File: src/rtl/cable_pkg.sv
// Shared types and constants for the instruction-fetch slice.
package cable_pkg;

    localparam int INSTR_BYTES = 4;

    typedef enum logic [0:0] {
        FETCH_RUN   = 1'b0,
        FETCH_FAULT = 1'b1
    } fetch_state_e;

    typedef struct packed {
        logic        valid;
        logic [31:0] addr;
    } imem_req_t;

    typedef struct packed {
        logic        valid;
        logic [31:0] instruction;
        logic [31:0] pc;
    } fetch_out_t;

    typedef struct packed {
        logic [31:0] instruction;
        logic [31:0] pc;
    } fetch_entry_t;

endpackage

File: src/rtl/instr_fifo.sv
// Synchronous FIFO with flush; combinational head, registered storage.
module instr_fifo #(
    parameter int DEPTH = 4,
    parameter int WIDTH = 64
) (
    input  logic                   clk,
    input  logic                   rst_n,
    input  logic                   flush,
    input  logic                   push,
    input  logic [WIDTH-1:0]       push_data,
    input  logic                   pop,
    output logic [WIDTH-1:0]       head,
    output logic                   full,
    output logic                   empty,
    output logic [$clog2(DEPTH):0] count
);

    localparam int AW = $clog2(DEPTH);

    logic [WIDTH-1:0] mem [DEPTH];
    logic [AW:0]      wr_ptr;
    logic [AW:0]      rd_ptr;
    logic             do_push;
    logic             do_pop;

    assign count   = wr_ptr - rd_ptr;
    assign full    = (count == (AW + 1)'(DEPTH));
    assign empty   = (count == '0);
    assign head    = mem[rd_ptr[AW-1:0]];
    assign do_pop  = pop && !empty;
    assign do_push = push && (!full || do_pop);

    // NOTE: sequential state uses <= so every flop samples pre-edge values.
    always_ff @(posedge clk) begin
        if (!rst_n || flush) begin
            wr_ptr <= '0;
            rd_ptr <= '0;
        end else begin
            if (do_push) wr_ptr <= wr_ptr + 1'b1;
            if (do_pop)  rd_ptr <= rd_ptr + 1'b1;
        end
    end

    // NOTE: storage is not reset; the pointers alone define which entries are live.
    always_ff @(posedge clk) begin
        if (do_push) mem[wr_ptr[AW-1:0]] <= push_data;
    end

endmodule

File: src/rtl/fetch_unit.sv
// Instruction fetch stage: credit-limited in-order imem reads feeding a prefetch queue.
module fetch_unit
    import cable_pkg::*;
#(
    parameter logic [31:0] RESET_PC   = 32'h0000_0000,
    parameter int          FIFO_DEPTH = 4
) (
    input  logic        i_clk,
    input  logic        i_rst_n,
    output logic        o_imem_req_valid,
    output logic [31:0] o_imem_req_addr,
    input  logic        i_imem_req_ready,
    input  logic        i_imem_rsp_valid,
    input  logic [31:0] i_imem_rsp_data,
    output logic        o_instr_valid,
    output logic [31:0] o_instruction,
    output logic [31:0] o_pc,
    input  logic        i_instr_ready,
    input  logic        i_redirect,
    input  logic [31:0] i_redirect_pc,
    output logic        o_fault
);

    localparam int CW = $clog2(FIFO_DEPTH) + 1;
    localparam int SW = CW + 2;

    fetch_state_e state;
    fetch_state_e state_next;
    logic [31:0]  fetch_pc;
    logic [CW:0]  drop;
    logic [CW:0]  outstanding;
    logic [SW-1:0] credit_used;
    imem_req_t    req;
    fetch_out_t   out;
    logic         fault;

    logic         accept;
    logic         rsp_take;
    logic         rsp_live;

    fetch_entry_t q_in;
    fetch_entry_t q_head;
    logic         q_pop;
    logic         q_full;
    logic         q_empty;
    logic [CW-1:0] q_count;

    logic [31:0]  p_head;
    logic         p_full;
    logic         p_empty;
    logic [CW-1:0] p_count;

    // Outstanding requests are the live ones in the PC queue plus those marked for discard.
    assign outstanding = drop + {1'b0, p_count};
    assign credit_used = SW'(q_count) + SW'(outstanding);
    assign accept      = req.valid && i_imem_req_ready;
    assign rsp_take    = i_imem_rsp_valid && (outstanding != '0);
    assign rsp_live    = rsp_take && !i_redirect && (drop == '0) && !p_empty;
    assign q_in        = {i_imem_rsp_data, p_head};
    assign q_pop       = out.valid && i_instr_ready && !i_redirect;

    instr_fifo #(.DEPTH(FIFO_DEPTH), .WIDTH($bits(fetch_entry_t))) u_prefetch_q (
        .clk       (i_clk),
        .rst_n     (i_rst_n),
        .flush     (i_redirect),
        .push      (rsp_live),
        .push_data (q_in),
        .pop       (q_pop),
        .head      (q_head),
        .full      (q_full),
        .empty     (q_empty),
        .count     (q_count)
    );

    instr_fifo #(.DEPTH(FIFO_DEPTH), .WIDTH(32)) u_pc_q (
        .clk       (i_clk),
        .rst_n     (i_rst_n),
        .flush     (i_redirect),
        .push      (accept),
        .push_data (fetch_pc),
        .pop       (rsp_live),
        .head      (p_head),
        .full      (p_full),
        .empty     (p_empty),
        .count     (p_count)
    );

    always_ff @(posedge i_clk) begin
        if (!i_rst_n) state <= FETCH_RUN;
        else          state <= state_next;
    end

    always_comb begin
        state_next = state;
        if (i_redirect) begin
            state_next = (i_redirect_pc[1:0] != 2'b00) ? FETCH_FAULT : FETCH_RUN;
        end
    end

    // NOTE: every output gets a default first so no path leaves a latch behind.
    always_comb begin
        req             = '0;
        out             = '0;
        fault           = (state == FETCH_FAULT);
        req.valid       = i_rst_n && (state == FETCH_RUN) && !i_redirect
                          && (credit_used < SW'(FIFO_DEPTH));
        req.addr        = fetch_pc;
        out.valid       = (state == FETCH_RUN) && !q_empty;
        out.instruction = out.valid ? q_head.instruction : '0;
        out.pc          = out.valid ? q_head.pc : fetch_pc;
    end

    // A redirect turns everything still in flight into responses to discard.
    always_ff @(posedge i_clk) begin
        if (!i_rst_n) begin
            fetch_pc <= RESET_PC;
            drop     <= '0;
        end else if (i_redirect) begin
            fetch_pc <= i_redirect_pc;
            drop     <= outstanding - {{CW{1'b0}}, rsp_take};
        end else begin
            if (accept)                    fetch_pc <= fetch_pc + 32'(INSTR_BYTES);
            if (rsp_take && drop != '0)    drop     <= drop - 1'b1;
        end
    end

    assign o_imem_req_valid = req.valid;
    assign o_imem_req_addr  = req.addr;
    assign o_instr_valid    = out.valid;
    assign o_instruction    = out.instruction;
    assign o_pc             = out.pc;
    assign o_fault          = fault;

    a_no_overflow: assert property (@(posedge i_clk) disable iff (!i_rst_n)
        !(rsp_live && q_full && !q_pop));
    a_pcq_no_overflow: assert property (@(posedge i_clk) disable iff (!i_rst_n)
        !(accept && p_full));
    a_rsp_expected: assert property (@(posedge i_clk) disable iff (!i_rst_n)
        !(i_imem_rsp_valid && outstanding == '0));

endmodule
File: config.mk
export PLATFORM = sky130hd
export DESIGN_NAME = fetch_unit
export DESIGN_NICKNAME = d
export VERILOG_FILES = /design/src/rtl/cable_pkg.sv /design/src/rtl/instr_fifo.sv /design/src/rtl/fetch_unit.sv
export SDC_FILE = /design/constraint.sdc
export NUM_CORES = 1
export LEC_CHECK = 0
export ABC_AREA = 1
export CAP_MARGIN = 25
export CORE_MARGIN = 2
export CORE_UTILIZATION = 49
export CTS_CLUSTER_DIAMETER = 50
export CTS_CLUSTER_SIZE = 20
export DETAILED_ROUTE_END_ITERATION = 6
export PLACE_DENSITY = 0.72
export SETUP_SLACK_MARGIN = 0.02
export SYNTH_ARGS = -nofsm -noshare
export SYNTH_HDL_FRONTEND = slang
export SYNTH_SLANG_ARGS = --single-unit
File: constraint.sdc
create_clock -name i_clk -period 5.4 [get_ports i_clk]
set_input_delay 1.35 -clock i_clk [delete_from_list [all_inputs] [get_ports i_clk]]
set_output_delay 1.35 -clock i_clk [all_outputs]
set_load 0.005 [all_outputs]
==> results.cfg <==
[floorplanning]
floorplan.die.width_um = 198
dieArea_um2 = 39100
placementRows = 70
floorplan.initialDensity_pct = 50.0
core_area_um2 = 36800
ioPinCount = 169
fp.dieH_um = 198

[global_routing]
largest_net_degree_at_the_start_of_global_routing = 79
number_of_antenna_violations_at_the_first_check_in_global_routing = 0
number_of_global_route_vias_before_repair = 12800
grtUsageTotal_pct = 23.6
grt_pass1_wl_mm = 70.5
grt_remaining_overflow = 0

[sta]
fin_ws_ps = 364
post-route-period-util_pct = 93.3
setup_viol = 0
tightest_slew_ps = 1060
max_slew_margin_pct = 29.0
count_of_final_hold_check_violations = 0
report.final.slew_viol_count = 0
finClkSkew_ps = 33.7
max_clk_rate_mhz = 199
grt_setup_unrepaired = no
post-route-min-period_ps = 5040

[yosys]
synth-seq-area-share_pct = 68.5
synth_nets = 1757
synth_enable_flop_cells = 384
yosysMostFrequentCell = sky130_fd_sc_hd__edfxtp_1
synthCells = 1663
yosys_warnings = 0
post_synth.cell_area_avg_um2 = 11.1
post_synth_top_area_share_pct = 62.7
share_of_synthesized_registers_carrying_an_async_set_or_reset_pct = 0
synth_area_leader_cell = sky130_fd_sc_hd__edfxtp_1
synth_top_flop_cell = sky130_fd_sc_hd__edfxtp_1
synth_cell_type_count = 39
synth.ff_latch_count = 437
post_synth_main_area_contributors = sky130_fd_sc_hd__edfxtp_1 63%, sky130_fd_sc_hd__nor2_1 7.5%, sky130_fd_sc_hd__o21ai_0 7.0%
synthesis.area_um2 = 18400
commonest_cells_in_the_synthesized_netlist = 384 x sky130_fd_sc_hd__edfxtp_1, 369 x sky130_fd_sc_hd__nor2_1, 256 x sky130_fd_sc_hd__o21ai_0

[critical_path]
crit_path_end_kind = primary output
regToRegSetupSlack_ps = 1200
worstSetupStartpoint = u_prefetch_q.wr_ptr[0]
crit_path_max_fanout = 25
timing.critical_path.arrival_ps = 3690
cp-start-kind = flip-flop
r2r_end = u_pc_q.mem[2][27]
worst_ep_required_time_ps = 4050
worst-setup-path-type = reg2out
critical_path.reg2reg.startpoint = u_pc_q.wr_ptr[0]
r2r_cells = 18
setup.worst_path.end = o_pc[10]

[final_layout]
antenna_cells = 0
final_net_count = 1913
footprint_of_the_multi_input_gates_um2 = 5130
final_layout_size_suffix_gt1_share_pct = 7.30
final-seq-area_um2 = 12600
layoutNonFillerInstCount = 2318
number_of_fillers_in_the_final_layout = 2914
syn_to_final_growth_pct = 20.1

[drt]
drt_first_iter_violations = 1084
routed_wire_length_per_instance_um = 19.9
drt-pass1-iter-count = 7
viasPerCell = 5.61
detailed_route_wl_mm = 46.1
via_count = 13000
detail_route.drc_violations = 0
final_antenna_net_count = 0

[power]
p_total_mw = 7.26
cell_area_power_density_nw_per_um2 = 329
p_leak_nw = 7.69
ir_drop_v = 0.000299

[clock_tree]
cts_inserted_buffers = 40
clock_sinks = 437
clkTransAtPathRegs_ps = 70
cts-root-to-sink-buffers = 3
htreeDepth = 2
ctsRootBufferMaster = sky130_fd_sc_hd__clkbuf_16
worst_skew_pair.late_latency_ps = 580
tritoncts = yes
cts.hold.buffers_added = 0

[placed_design]
gpl.final_weighted_congestion = 0.941
place.detailed.hpwl_mm = 27.7
numPortBuffers = 168
placed_instances = 2242
setup_slack_at_placement_ps = 548

[min_path]
hold_class = reg2reg

[job]
maxCapViolations = 0

[run_status]
outcome = finished, final reports clean
metrics by stage:
step                      cell area [um2]  utilization [%]  TNS, ps  hold WS, ps
final                               22100             60.0        0          499
after global routing                22100             60.0        0          535
after CTS                           22100             60.0        0          500
after detailed placement            20600             56.1        0          491
after global placement              20600             56.1        0          480
after floorplan                     18400                -   -27480          454
what timing repair did:
item,in CTS,in global routing
setup buffers,3,0
endpoints found under the setup margin,1,1
endpoints found under the hold margin,0,0
pin swaps,4,1
resized for setup,2,1
state kept, by name, indices dropped and copies added (netlist names), named ones only:
name	flops
drop	4
o_fault	1
o_imem_req_addr	32
u_pc_q.mem	128
u_pc_q.rd_ptr	3
u_pc_q.wr_ptr	3
u_prefetch_q.mem	256
u_prefetch_q.rd_ptr	3
u_prefetch_q.wr_ptr	3
layout make-up:
cell class,count,share of cell area (%)
Multi-Input combinational cell,1048,23.2
Clock buffer,45,4.71
Clock inverter,28,1.78
Inverter,94,1.60
Tap cell,468,2.65
Sequential cell,437,57.0
Timing Repair Buffer,198,8.98
cell usage in the layout (no fill, tap or decap), types with 2 or more instances in the layout:
cell type                           n
sky130_fd_sc_hd__edfxtp_1         384
sky130_fd_sc_hd__nor2_1           361
sky130_fd_sc_hd__o21ai_0          256
sky130_fd_sc_hd__clkdlybuf4s50_1  167
sky130_fd_sc_hd__nand2_1          150
sky130_fd_sc_hd__inv_1             83
sky130_fd_sc_hd__o22ai_1           63
sky130_fd_sc_hd__a21oi_1           56
sky130_fd_sc_hd__dfxtp_1           49
sky130_fd_sc_hd__clkbuf_16         41
sky130_fd_sc_hd__nand3_1           31
sky130_fd_sc_hd__xor2_1            25
sky130_fd_sc_hd__buf_4             24
sky130_fd_sc_hd__ha_1              21
sky130_fd_sc_hd__nor3_1            15
sky130_fd_sc_hd__o21ai_1           14
sky130_fd_sc_hd__nand4_1           13
sky130_fd_sc_hd__inv_2              9
sky130_fd_sc_hd__nor2_2             8
sky130_fd_sc_hd__inv_6              6
sky130_fd_sc_hd__buf_12             6
sky130_fd_sc_hd__nor3_2             5
sky130_fd_sc_hd__a31oi_1            5
sky130_fd_sc_hd__clkinv_8           5
sky130_fd_sc_hd__nor2_4             4
sky130_fd_sc_hd__clkinv_1           4
sky130_fd_sc_hd__bufinv_16          4
sky130_fd_sc_hd__clkbuf_1           4
sky130_fd_sc_hd__nand2_2            3
sky130_fd_sc_hd__fa_1               3
sky130_fd_sc_hd__dfxtp_2            3
sky130_fd_sc_hd__inv_12             3
sky130_fd_sc_hd__inv_8              3
sky130_fd_sc_hd__nor4_1             2
sky130_fd_sc_hd__nor3b_1            2
sky130_fd_sc_hd__clkinvlp_4         2
worst min path at each step:
stage | from | to | slack [ps] | cells after the start
after floorplan | u_pc_q.rd_ptr[2] | u_pc_q.rd_ptr[2] | 450 | 2
after global placement | u_pc_q.rd_ptr[2] | u_pc_q.rd_ptr[2] | 480 | 2
after detailed placement | u_pc_q.rd_ptr[2] | u_pc_q.rd_ptr[2] | 490 | 2
after CTS | u_pc_q.rd_ptr[2] | u_pc_q.rd_ptr[2] | 500 | 2
after global routing | u_pc_q.rd_ptr[2] | u_pc_q.rd_ptr[2] | 540 | 2
final | u_pc_q.rd_ptr[2] | u_pc_q.rd_ptr[2] | 500 | 2
report_power, final:
part	switching, mW	leakage (nW)	internal [mW]	total, mW
logic	0.238	3.10	0.203	0.441
clock network	1.37	0.689	1.67	3.03
registers	0.0722	3.89	3.71	3.78
total	1.68	7.69	5.58	7.26
cell families (layout without fill, tap and decap cells):
kind of cell / count (synthesis) / after routing / synth area share, %
adder cells (fa/ha/maj): 24 / 24 / 1.76
XOR/XNOR: 26 / 26 / 1.28
flip-flops: 437 / 437 / 68.5
AO/OA/AOI/OAI: 398 / 398 / 11.4
AND/OR/NAND/NOR: 600 / 600 / 13.3
buffers and inverters: 178 / 365 / 3.82
per-layer routing:
layer | up-vias | track usage [%] | wire length, um
met5 | - | 0 | 0
met1 | 6215 | 30.4 | 19200
met4 | 0 | 8.27 | 1270
met2 | 538 | 40.2 | 22200
met3 | 82 | 4.60 | 3450
li1 | 6171 | - | -
critical path: stages (launching register included):
cell                              delay, ps
sky130_fd_sc_hd__dfxtp_1                330
sky130_fd_sc_hd__inv_1                  140
sky130_fd_sc_hd__ha_1                   170
sky130_fd_sc_hd__inv_1                   50
sky130_fd_sc_hd__fa_1                   410
sky130_fd_sc_hd__inv_1                  100
sky130_fd_sc_hd__nand2_1                 60
sky130_fd_sc_hd__nand2_1                 70
sky130_fd_sc_hd__nand2_1                 80
sky130_fd_sc_hd__nand3_1                 90
sky130_fd_sc_hd__nand2_1                 80
sky130_fd_sc_hd__inv_2                  380
sky130_fd_sc_hd__buf_4                  300
sky130_fd_sc_hd__nand2_1                 60
sky130_fd_sc_hd__o21ai_0                190
sky130_fd_sc_hd__clkdlybuf4s50_1        600
No activity file was read; power rests on OpenSTA's default activity.
